$ cat config.mk
export PLATFORM = sky130hd
export DESIGN_NAME = periph_read_bridge
export DESIGN_NICKNAME = d
export VERILOG_FILES = /design/src/rtl/periph_bus_pkg.sv /design/src/rtl/periph_addr_decode.sv /design/src/rtl/periph_read_bridge.sv
export SDC_FILE = /design/constraint.sdc
export NUM_CORES = 1
export LEC_CHECK = 0
export BUFFER_PORTS_ARGS = -buffer_cell sky130_fd_sc_hd__clkbuf_2
export CORE_MARGIN = 2
export CORE_UTILIZATION = 47
export DETAILED_ROUTE_END_ITERATION = 12
export PLACE_DENSITY_LB_ADDON = 0.08
export SYNTH_ARGS = -nofsm -noshare
export SYNTH_HDL_FRONTEND = slang
export SYNTH_HIERARCHICAL = 1
export SYNTH_SLANG_ARGS = --single-unit
export TNS_END_PERCENT = 30
$ cat constraint.sdc
create_clock -name clk -period 2.97 [get_ports clk]
set_clock_uncertainty 0.2 [all_clocks]
set_input_delay 0.1485 -clock clk [delete_from_list [all_inputs] [get_ports clk]]
set_output_delay 0.1485 -clock clk [all_outputs]
set_load 0.02 [all_outputs]
$ cat src/rtl/periph_bus_pkg.sv
// Shared definitions for the peripheral read path: FSM states,
// default region IDs and the data returned with error responses.
package periph_bus_pkg;

    typedef enum logic [1:0] {
        IDLE = 2'd0,
        WAIT = 2'd1,
        RESP = 2'd2
    } state_t;

    // Region IDs as seen in the address decode field
    localparam logic [7:0] ID_DMEM = 8'h00;
    localparam logic [7:0] ID_VGA  = 8'h01;
    localparam logic [7:0] ID_SEG  = 8'h03;
    localparam logic [7:0] ID_BTN  = 8'h04;
    localparam logic [7:0] ID_SD   = 8'h08;

    // Channel 0 in the LSBs: DMEM, VGA, SEG, BTN, SD
    localparam logic [39:0] DEFAULT_CH_IDS = {ID_SD, ID_BTN, ID_SEG, ID_VGA, ID_DMEM};

    localparam logic [31:0] ERR_DEFAULT_DATA = 32'h0000_0000;

endpackage

$ cat src/rtl/periph_addr_decode.sv
// Combinational region decoder: compares the address field against each
// channel's region ID; the lowest matching channel index wins.
module periph_addr_decode #(
    parameter int                  NUM_CH = 5,
    parameter int                  SW     = 4,
    parameter int                  IDX_W  = 3,
    parameter logic [NUM_CH*8-1:0] CH_IDS = '0
) (
    input  logic [SW-1:0]     i_field,
    output logic              o_hit,
    output logic [IDX_W-1:0]  o_idx,
    output logic [NUM_CH-1:0] o_onehot
);

    // Scan from the top so that a lower matching channel overrides a higher one
    always_comb begin
        o_hit    = 1'b0;
        o_idx    = '0;
        o_onehot = '0;
        for (int i = NUM_CH - 1; i >= 0; i--) begin
            if (i_field == CH_IDS[i*8 +: SW]) begin
                o_hit       = 1'b1;
                o_idx       = IDX_W'(i);
                o_onehot    = '0;
                o_onehot[i] = 1'b1;
            end
        end
    end

endmodule

$ cat src/rtl/periph_read_bridge.sv
// Handshaked read bridge from the CPU load port to memory-mapped peripherals.
// Decodes the request, strobes the selected channel once, waits for its ack
// with a timeout and returns registered data plus an error flag.
module periph_read_bridge
    import periph_bus_pkg::*;
#(
    parameter int                  NUM_CH       = 5,
    parameter int                  DATA_W       = 32,
    parameter int                  ADDR_W       = 32,
    parameter int                  SEL_HI       = 31,
    parameter int                  SEL_LO       = 28,
    parameter logic [NUM_CH*8-1:0] CH_IDS       = DEFAULT_CH_IDS,
    parameter int                  TIMEOUT      = 15,
    parameter logic [DATA_W-1:0]   DEFAULT_DATA = ERR_DEFAULT_DATA
) (
    input  logic                     clk,
    input  logic                     rst_n,
    input  logic                     req_valid,
    input  logic [ADDR_W-1:0]        req_addr,
    output logic                     req_ready,
    output logic                     rsp_valid,
    input  logic                     rsp_ready,
    output logic [DATA_W-1:0]        rsp_data,
    output logic                     rsp_err,
    output logic [NUM_CH-1:0]        ch_sel,
    output logic                     ch_rd,
    output logic [ADDR_W-1:0]        ch_addr,
    input  logic [NUM_CH*DATA_W-1:0] ch_rdata,
    input  logic [NUM_CH-1:0]        ch_ack,
    output logic [15:0]              err_cnt,
    output logic [ADDR_W-1:0]        last_err_addr
);

    localparam int SW    = SEL_HI - SEL_LO + 1;
    localparam int IDX_W = (NUM_CH > 1) ? $clog2(NUM_CH) : 1;

    state_t              r_state;
    logic [IDX_W-1:0]    r_idx;
    logic [7:0]          r_cnt;
    logic                r_rsp_valid;
    logic [DATA_W-1:0]   r_rsp_data;
    logic                r_rsp_err;
    logic [NUM_CH-1:0]   r_ch_sel;
    logic                r_ch_rd;
    logic [ADDR_W-1:0]   r_ch_addr;
    logic [15:0]         r_err_cnt;
    logic [ADDR_W-1:0]   r_last_err_addr;

    logic                w_hit;
    logic [IDX_W-1:0]    w_idx;
    logic [NUM_CH-1:0]   w_onehot;
    logic [DATA_W-1:0]   w_ch_data [NUM_CH];
    logic                w_ack;
    logic                w_timeout;

    function automatic logic [15:0] sat_inc(input logic [15:0] v);
        return (v == 16'hFFFF) ? v : v + 16'd1;
    endfunction

    periph_addr_decode #(
        .NUM_CH (NUM_CH),
        .SW     (SW),
        .IDX_W  (IDX_W),
        .CH_IDS (CH_IDS)
    ) u_decode (
        .i_field  (req_addr[SEL_HI:SEL_LO]),
        .o_hit    (w_hit),
        .o_idx    (w_idx),
        .o_onehot (w_onehot)
    );

    for (genvar g = 0; g < NUM_CH; g++) begin : g_ch_data
        assign w_ch_data[g] = ch_rdata[g*DATA_W +: DATA_W];
    end

    // Only the latched channel's ack and data are ever looked at
    assign w_ack     = ch_ack[r_idx];
    assign w_timeout = (r_cnt == 8'(TIMEOUT - 1));
    assign req_ready = (r_state == IDLE);

    // Request/response FSM with all outputs registered
    always_ff @(posedge clk or negedge rst_n) begin
        if (!rst_n) begin
            r_state         <= IDLE;
            r_idx           <= '0;
            r_cnt           <= '0;
            r_rsp_valid     <= 1'b0;
            r_rsp_data      <= DEFAULT_DATA;
            r_rsp_err       <= 1'b0;
            r_ch_sel        <= '0;
            r_ch_rd         <= 1'b0;
            r_ch_addr       <= '0;
            r_err_cnt       <= '0;
            r_last_err_addr <= '0;
        end else begin
            case (r_state)
                IDLE: begin
                    if (req_valid) begin
                        r_ch_addr <= req_addr;
                        if (w_hit) begin
                            r_ch_sel <= w_onehot;
                            r_idx    <= w_idx;
                            r_ch_rd  <= 1'b1;
                            r_cnt    <= '0;
                            r_state  <= WAIT;
                        end else begin
                            r_rsp_data      <= DEFAULT_DATA;
                            r_rsp_err       <= 1'b1;
                            r_rsp_valid     <= 1'b1;
                            r_err_cnt       <= sat_inc(r_err_cnt);
                            r_last_err_addr <= req_addr;
                            r_state         <= RESP;
                        end
                    end
                end
                WAIT: begin
                    r_ch_rd <= 1'b0;
                    if (w_ack) begin
                        r_rsp_data  <= w_ch_data[r_idx];
                        r_rsp_err   <= 1'b0;
                        r_rsp_valid <= 1'b1;
                        r_ch_sel    <= '0;
                        r_state     <= RESP;
                    end else if (w_timeout) begin
                        r_rsp_data      <= DEFAULT_DATA;
                        r_rsp_err       <= 1'b1;
                        r_rsp_valid     <= 1'b1;
                        r_ch_sel        <= '0;
                        r_err_cnt       <= sat_inc(r_err_cnt);
                        r_last_err_addr <= r_ch_addr;
                        r_state         <= RESP;
                    end else begin
                        r_cnt <= r_cnt + 8'd1;
                    end
                end
                RESP: begin
                    // Return to the default value so no stale data lingers
                    if (rsp_ready) begin
                        r_rsp_valid <= 1'b0;
                        r_rsp_data  <= DEFAULT_DATA;
                        r_rsp_err   <= 1'b0;
                        r_state     <= IDLE;
                    end
                end
                default: r_state <= IDLE;
            endcase
        end
    end

    assign rsp_valid     = r_rsp_valid;
    assign rsp_data      = r_rsp_data;
    assign rsp_err       = r_rsp_err;
    assign ch_sel        = r_ch_sel;
    assign ch_rd         = r_ch_rd;
    assign ch_addr       = r_ch_addr;
    assign err_cnt       = r_err_cnt;
    assign last_err_addr = r_last_err_addr;

endmodule
==> reports/qor.json, run 1 <==
{
  "cts_made_buffers": 17,
  "setup-tns-final_ns": 0,
  "crit_path_start_kind": "flip-flop",
  "tritoncts": "yes",
  "post_synth_edffs": 0,
  "fmax_ghz": 0.3626,
  "global_route.usage.met1_pct": 32.78,
  "io_pins": 322,
  "final_util_pct": 68.80,
  "core.rowCount": 44,
  "end_kind": "flip-flop",
  "power.static_leakage_nw": 4.749,
  "crit_path_max_fanout": 34,
  "path_class": "reg2reg",
  "vias_in_the_first_global_route": 6639,
  "area_growth_pct": 43.56,
  "routabilityCongestion": 0.8883,
  "gr-total-overflow": 0,
  "place.port_buffers": 321,
  "finalMaxSlewViolations": 0,
  "totalWireLength_mm": 21.34,
  "path_cells": "inv_1, ha_1, or4b_1, nor3_2, buf_4, o2111a_2, buf_6, nor2_1, a21oi_1",
  "list_of_most_frequent_post_synthesis_cells": "133 x sky130_fd_sc_hd__dfrtp_1, 46 x sky130_fd_sc_hd__nor2_1, 43 x sky130_fd_sc_hd__nand2_1, 37 x sky130_fd_sc_hd__a21oi_1, 35 x sky130_fd_sc_hd__mux2_2",
  "cellPowerDensity_nw_per_um2": 897.4,
  "worst_ep_arrival_time_ns": 2.91,
  "worstSetupStartpoint": "r_cnt[0]$_DFFE_PN0P_",
  "synthMostInstantiatedCell": "sky130_fd_sc_hd__dfrtp_1",
  "holdCritPathClass": "in2async",
  "global_route.usage.total_pct": 27.22,
  "post_synthesis_async_set_or_reset_flop_share_pct": 100.0,
  "cts_root_buffer_type": "sky130_fd_sc_hd__clkbuf_16",
  "final_hold_viol_count": 0,
  "yosysSeqAreaShare_pct": 47.96,
  "vias": 6372,
  "floorplan.core_area_um2": 14480,
  "use_met2_pct": 46.10,
  "max_slew_margin_pct": 45.91,
  "clock_insertion_delay_worst_skew_ns": 0.43,
  "yosys_warnings": 6,
  "cts.reportedPaths.clkPinSlew_ns": 0.06,
  "grt_start_max_net_pins": 67,
  "rsz0062_at_grt": "false",
  "initial_core_util_pct": 47.93,
  "grt_first_pass_wirelength_mm": 33.95,
  "top_usage_layer": "met2",
  "synth_unique_cells": 54,
  "die_height_um": 125.5,
  "synth.top_cells.by_area": "sky130_fd_sc_hd__dfrtp_1 48%, sky130_fd_sc_hd__mux4_2 11%, sky130_fd_sc_hd__mux2_2 5.7%, sky130_fd_sc_hd__mux2i_1 4.9%, sky130_fd_sc_hd__a22oi_1 3.5%",
  "wire_per_inst_um": 18.37,
  "detail_route.vias_per_cell": 5.484,
  "final-setup-viol-count": 0,
  "nets": 1173,
  "first_pass_detailed_route_iteration_total": 5,
  "post_synth_instance_area_um2": 6939,
  "drt_drc_violations_left": 0,
  "diodes": 0,
  "route.antenna.remaining_nets": 0,
  "path_buf_inv": 3,
  "max_cap_viol_count": 0,
  "first_iter_violations": 342,
  "cts_num_sinks": 133,
  "critical_path.slowest_cell": "sky130_fd_sc_hd__or4b_1",
  "vdd.ir_drop.worst_mv": 0.5926,
  "layout_worst_path_cycle_share_pct": 92.87,
  "syn-num-nets": 797,
  "outcome": "complete, no violations",
  "worstReg2RegStart": "r_cnt[0]$_DFFE_PN0P_",
  "synth-main-ff-cell": "sky130_fd_sc_hd__dfrtp_1",
  "layout_cells_sized_above_1_pct": 45.71,
  "fin_hold_ws_ns": 0.08079,
  "yosys.area.top_type_share_pct": 47.96,
  "cts_buffer_depth": 2,
  "design.die.area_um2": 15750,
  "initial_antenna_violation_count": 0,
  "die_width_um": 125.5,
  "crit_required_ns": 3.12,
  "synth_top_area_cell": "sky130_fd_sc_hd__dfrtp_1",
  "critical_path.top_delay_family": "simple AND/OR/NAND/NOR gates",
  "finalWorstPathRequiredPeriod_ns": 2.758,
  "clock_tree.htree_level_count": 4,
  "yosys_register_bits": 133,
  "syn-mean-instance-area_um2": 11.78,
  "post_synth_inst_count": 589,
  "post-dp-hpwl_mm": 15.28,
  "worst_slew_pin_slew_ns": 0.8084,
  "gr-usage-met3_pct": 6.932,
  "critPathMaxStageDelay_ns": 0.45
}
[power by group]
part | internal (W) | switching, W
clock network | 0.00126 | 0.000821
registers | 0.00242 | 0.000444
logic | 0.00160 | 0.00240
[registers in the layout, indices dropped and copies added (netlist names)]
| signal | flops |
|---|---|
| r_state | 2 |
| r_cnt | 8 |
| rsp_valid | 1 |
| rsp_err | 1 |
| last_err_addr | 32 |
| rsp_data | 32 |
| ch_sel | 5 |
| ch_rd | 1 |
| err_cnt | 16 |
| ch_addr | 32 |
| r_idx | 3 |
[final cells by class]
cell class / instances / area [um2]
Clock inverter: 14 / 151.4
Multi-Input combinational cell: 400 / 3371
Sequential cell: 133 / 3329
Fill cell: 1087 / 4517
Clock buffer: 18 / 439.2
Timing Repair Buffer: 403 / 2404
Tap cell: 184 / 230.2
Inverter: 10 / 37.54
[routing by layer]
metal  vias up  part of all wire [%]
met4         0                   3.2
li1       2965                     -
met2       270                    50
met3        42                   6.7
met5         -                     0
met1      3095                    40
[metrics by stage]
stage                     worst slack, ns  area (um2)  instances  total power (W)
after global routing              0.06405        9962       1162         0.009505
final                              0.2119        9962       1162         0.008940
after detailed placement           0.1412        8693       1063         0.006800
after CTS                          0.1316        9955       1162         0.008985
after global placement             0.2617        8693       1063         0.006666
after floorplan                    0.3723        6939        589         0.005523
[final timing paths]
kind                                                  to  slack, ns  cells after the start
setup / recovery           last_err_addr[28]$_DFFE_PN0P_       0.21                      9
max in group asynchronous  last_err_addr[30]$_DFFE_PN0P_       1.69                      3
setup reg to reg           last_err_addr[28]$_DFFE_PN0P_       0.21                      9
hold reg to reg                 rsp_data[26]$_DFFE_PN0P_       0.28                      2
min in group clk                rsp_data[20]$_DFFE_PN0P_       0.09                      4
hold / removal                    ch_addr[2]$_DFFE_PN0P_       0.08                      2
[worst register-to-register path, cell delays in order (launching register included)]
cell and delay, ns:
sky130_fd_sc_hd__dfrtp_1 0.40, sky130_fd_sc_hd__inv_1 0.15, sky130_fd_sc_hd__ha_1 0.17, sky130_fd_sc_hd__or4b_1 0.45, sky130_fd_sc_hd__nor3_2 0.22, sky130_fd_sc_hd__buf_4 0.19, sky130_fd_sc_hd__o2111a_2 0.39, sky130_fd_sc_hd__buf_6 0.30
sky130_fd_sc_hd__nor2_1 0.09, sky130_fd_sc_hd__a21oi_1 0.13
[cells by family after synthesis]
logic type,synth area share (%)
buffers and inverters,3.606
AND/OR/NAND/NOR,9.755
AO/OA/AOI/OAI,13.69
XOR/XNOR,2.272
adder cells (fa/ha/maj),1.262
multiplexers,21.46
flip-flops,47.96
[repair_timing]
action / 4_1_cts / 5_1_grt
setup endpoints to repair: 0 / 10
gates resized for setup: 0 / 2
buffers inserted: 0 / 0
hold buffers: 67 / 0
hold endpoints to repair: 155 / 0
[cell usage in the layout (no fill, tap or decap), types with 3 or more instances in the layout]
| cell type | count |
|---|---|
| sky130_fd_sc_hd__clkbuf_2 | 320 |
| sky130_fd_sc_hd__dfrtp_1 | 132 |
| sky130_fd_sc_hd__dlygate4sd3_1 | 67 |
| sky130_fd_sc_hd__nor2_1 | 46 |
| sky130_fd_sc_hd__nand2_1 | 43 |
| sky130_fd_sc_hd__a21oi_1 | 37 |
| sky130_fd_sc_hd__mux2_2 | 35 |
| sky130_fd_sc_hd__mux2i_1 | 34 |
| sky130_fd_sc_hd__mux4_2 | 33 |
| sky130_fd_sc_hd__a22oi_1 | 32 |
| sky130_fd_sc_hd__o31ai_1 | 32 |
| sky130_fd_sc_hd__clkbuf_16 | 17 |
| sky130_fd_sc_hd__buf_4 | 13 |
| sky130_fd_sc_hd__xnor2_1 | 11 |
| sky130_fd_sc_hd__inv_1 | 10 |
| sky130_fd_sc_hd__nand3_1 | 9 |
| sky130_fd_sc_hd__nor3_1 | 7 |
| sky130_fd_sc_hd__nand4_1 | 7 |
| sky130_fd_sc_hd__xor2_1 | 7 |
| sky130_fd_sc_hd__ha_1 | 6 |
| sky130_fd_sc_hd__and3_1 | 5 |
| sky130_fd_sc_hd__a22o_1 | 5 |
| sky130_fd_sc_hd__clkinv_4 | 5 |
| sky130_fd_sc_hd__o21ai_0 | 4 |
| sky130_fd_sc_hd__a21o_1 | 4 |
| sky130_fd_sc_hd__o21ai_1 | 3 |
| sky130_fd_sc_hd__and4_1 | 3 |
| sky130_fd_sc_hd__or4_1 | 3 |
| sky130_fd_sc_hd__clkinv_2 | 3 |
| sky130_fd_sc_hd__buf_6 | 3 |
Power figures use the tool's default switching activity.
==> run 2: changes to the inputs <==
PLACE_DENSITY = 0.87   (was unset)
PLACE_DENSITY_LB_ADDON = unset   (was 0.08)
==> run 2 against run 1 <==
Sequential share of layout area hardly changed. Core utilization is 0.086 points higher. Maximum frequency is 0.63% higher. Design area is 0.13% higher. Critical endpoint is now last_err_addr[6]$_DFFE_PN0P_. Flip-flop and latch count stayed put.
==> reports/qor.json, run 2 (same netlist as run 1, synthesis figures left out) <==
{
  "io_pins": {"value": 322, "change": "unchanged"},
  "first_pass_detailed_route_iteration_total": {"value": 5, "change": "unchanged"},
  "initial_core_util": {"value": 47.93, "unit": "%", "change": "unchanged"},
  "crit_path_max_fanout": {"value": 64, "change": "+88%"},
  "die_width": {"value": 125.5, "unit": "um", "change": "unchanged"},
  "global_route.usage.met1": {"value": 32.99, "unit": "%", "change": "+0.22 points"},
  "route.antenna.remaining_nets": {"value": 0, "change": "unchanged"},
  "vdd.ir_drop.worst": {"value": 0.7457, "unit": "mV", "change": "+26%"},
  "final_hold_viol_count": {"value": 0, "change": "unchanged"},
  "floorplan.core_area": {"value": 14480, "unit": "um2", "change": "unchanged"},
  "crit_path_start_kind": "flip-flop",
  "routabilityCongestion": {"value": 0.9081, "change": "+2.2%"},
  "final_common_cell": "sky130_fd_sc_hd__clkbuf_2",
  "rsz0062_at_grt": "false",
  "totalWireLength": {"value": 23.09, "unit": "mm", "change": "+8.2%"},
  "core.rowCount": {"value": 44, "change": "unchanged"},
  "gr-usage-met3": {"value": 8.344, "unit": "%", "change": "+1.4 points"},
  "end_kind": "flip-flop",
  "nets": {"value": 1171, "change": "-0.17%"},
  "worst_ep_arrival_time": {"value": 2.87, "unit": "ns", "change": "-0.04 ns"},
  "finalMaxSlewViolations": {"value": 0, "change": "unchanged"},
  "place.port_buffers": {"value": 321, "change": "unchanged"},
  "worst_slew_pin_slew": {"value": 0.6328, "unit": "ns", "change": "-0.1756 ns"},
  "cellPowerDensity": {"value": 908.6, "unit": "nW/um2", "change": "+1.2%"},
  "post-dp-hpwl": {"value": 15.80, "unit": "mm", "change": "+3.4%"},
  "finalWorstPathRequiredPeriod": {"value": 2.741, "unit": "ns", "change": "-0.01725 ns"},
  "cts_made_buffers": {"value": 17, "change": "unchanged"},
  "drt_drc_violations_left": {"value": 0, "change": "unchanged"},
  "setup-tns-final": {"value": 0, "unit": "ns", "change": "unchanged"},
  "cts_resized": {"value": 0, "change": "unchanged"},
  "max_slew_margin": {"value": 57.82, "unit": "%", "change": "+12 points"},
  "logic_depth_of_the_worst_setup_path_including_buffers": {"value": 8, "change": "-1"},
  "final-setup-viol-count": {"value": 0, "change": "unchanged"},
  "critical_path.slowest_cell": "sky130_fd_sc_hd__or4b_1",
  "cts_hold_buf": {"value": 67, "change": "unchanged"},
  "path_buf_inv": {"value": 2, "change": "-1"},
  "max_cap_viol_count": {"value": 0, "change": "unchanged"},
  "cts.reportedPaths.clkPinSlew": {"value": 0.06, "unit": "ns", "change": "about the same"},
  "cts_root_buffer_type": "sky130_fd_sc_hd__clkbuf_16",
  "layout_common_cells": "320 x sky130_fd_sc_hd__clkbuf_2, 132 x sky130_fd_sc_hd__dfrtp_1, 67 x sky130_fd_sc_hd__dlygate4sd3_1",
  "critPathMaxStageDelay": {"value": 0.47, "unit": "ns", "change": "+0.02 ns"},
  "global_route.usage.total": {"value": 29.26, "unit": "%", "change": "+2.0 points"},
  "initial_antenna_violation_count": {"value": 2, "change": "+2"},
  "wire_per_inst": {"value": 19.88, "unit": "um", "change": "+8.3%"},
  "cts_buffer_depth": {"value": 2, "change": "unchanged"},
  "path_class": "reg2reg",
  "crit_required": {"value": 3.10, "unit": "ns", "change": "-0.02 ns"},
  "cts_num_sinks": {"value": 133, "change": "unchanged"},
  "power.static_leakage": {"value": 4.750, "unit": "nW", "change": "about the same"},
  "layout_cells_sized_above_1": {"value": 45.44, "unit": "%", "change": "-0.27 points"},
  "grt_start_max_net_pins": {"value": 70, "change": "+4.5%"},
  "gr-total-overflow": {"value": 0, "change": "unchanged"},
  "grt_first_pass_wirelength": {"value": 36.04, "unit": "mm", "change": "+6.2%"},
  "area_growth_pct": 43.74,
  "layout_worst_path_cycle_share": {"value": 92.29, "unit": "%", "change": "-0.58 points"},
  "die_height": {"value": 125.5, "unit": "um", "change": "unchanged"},
  "clock_tree.htree_level_count": {"value": 4, "change": "unchanged"},
  "critical_path.top_delay_family": "simple AND/OR/NAND/NOR gates",
  "detail_route.vias_per_cell": {"value": 5.653, "change": "+3.1%"},
  "outcome": "complete, no violations",
  "setup_ws": {"value": 0.2291, "unit": "ns", "change": "+0.01725 ns"},
  "holdCritPathClass": "in2async",
  "top_usage_layer": "met2",
  "use_met2": {"value": 51.10, "unit": "%", "change": "+5.0 points"},
  "fin_hold_ws": {"value": 0.09305, "unit": "ns", "change": "+0.01226 ns"},
  "vias_in_the_first_global_route": {"value": 6872, "change": "+3.5%"},
  "worstSetupStartpoint": "r_cnt[0]$_DFFE_PN0P_",
  "design.die.area": {"value": 15750, "unit": "um2", "change": "unchanged"},
  "r2r.worst_path.cells": {"value": 8, "change": "-1"},
  "first_iter_violations": {"value": 356, "change": "+4.1%"},
  "clock_insertion_delay_worst_skew": {"value": 0.41, "unit": "ns", "change": "-0.02 ns"},
  "vias": {"value": 6563, "change": "+3.0%"},
  "post_cts_buffers": {"value": 0, "change": "unchanged"},
  "tritoncts": "yes",
  "minimum_setup_slack_after_placement": {"value": 0.3435, "unit": "ns", "change": "+0.2023 ns"},
  "worstReg2RegStart": "r_cnt[0]$_DFFE_PN0P_",
  "fmax": {"value": 0.3648, "unit": "GHz", "change": "+0.63%"},
  "path_cells": "inv_1, ha_1, or4b_1, nor3_2, o2111a_2, buf_12, nor2_1, a21oi_1"
}
## run 2: cell count changes in the layout (fill, tap and decap cells not counted)
cell                         change
sky130_fd_sc_hd__diode_2         +2
sky130_fd_sc_hd__clkinv_4        -2
sky130_fd_sc_hd__buf_6           -2
sky130_fd_sc_hd__clkbuf_1        +1
sky130_fd_sc_hd__clkinvlp_4      -1
sky130_fd_sc_hd__buf_4           -3
sky130_fd_sc_hd__buf_12          +3
sky130_fd_sc_hd__clkbuf_8        +1
## run 2: worst paths after layout
check / end / slack, ns
max in group asynchronous: rsp_data[8]$_DFFE_PN0P_ / 1.68
min: ch_addr[6]$_DFFE_PN0P_ / 0.09
max: last_err_addr[6]$_DFFE_PN0P_ / 0.23
max reg2reg: last_err_addr[6]$_DFFE_PN0P_ / 0.23
min reg2reg: rsp_data[27]$_DFFE_PN0P_ / 0.28
min in group clk: rsp_data[9]$_DFFE_PN0P_ / 0.09
## run 2: routing by layer
| layer | wire length, um | vias up |
|---|---|---|
| met3 | 1748 | 56 |
| met2 | 11930 | 331 |
| met5 | 0 | - |
| li1 | - | 2965 |
| met1 | 8560 | 3211 |
| met4 | 847 | 0 |
## run 2: area by class of cell
cell class              instances  area [um2]
clock inverters                11       126.4
diodes                          2       5.005
well taps                     184       230.2
flip-flops and latches        133        3329
clock buffers                  20       456.7
multi-input cells             400        3371
fillers                      1006        4504
repair buffers                401        2419
inverters                      10       37.54
## run 2: worst register-to-register path, delay by kind of cell, from the launching register on
kind | cells | cell delay (ns)
buffers and inverters | 2 | 0.42
flip-flops | 1 | 0.39
AO/OA/AOI/OAI | 2 | 0.59
AND/OR/NAND/NOR | 3 | 0.88
adder cells (fa/ha/maj) | 1 | 0.17
## run 2: metrics by stage
| step | std cells | power, W | instance area [um2] | util, % |
|---|---|---|---|---|
| floorplan | 589 | 0.005523 | 6939 | - |
| global placement | 1061 | 0.006713 | 8716 | 60.20 |
| detailed placement | 1061 | 0.006842 | 8716 | 60.20 |
| CTS | 1159 | 0.009039 | 9970 | 68.86 |
| global route | 1161 | 0.009543 | 9975 | 68.89 |
| finish | 1161 | 0.009062 | 9975 | 68.89 |
## run 2: power breakdown
part | internal [W] | switching, W
Sequential | 0.00242 | 0.000470
Clock | 0.00128 | 0.000811
Combinational | 0.00162 | 0.00246
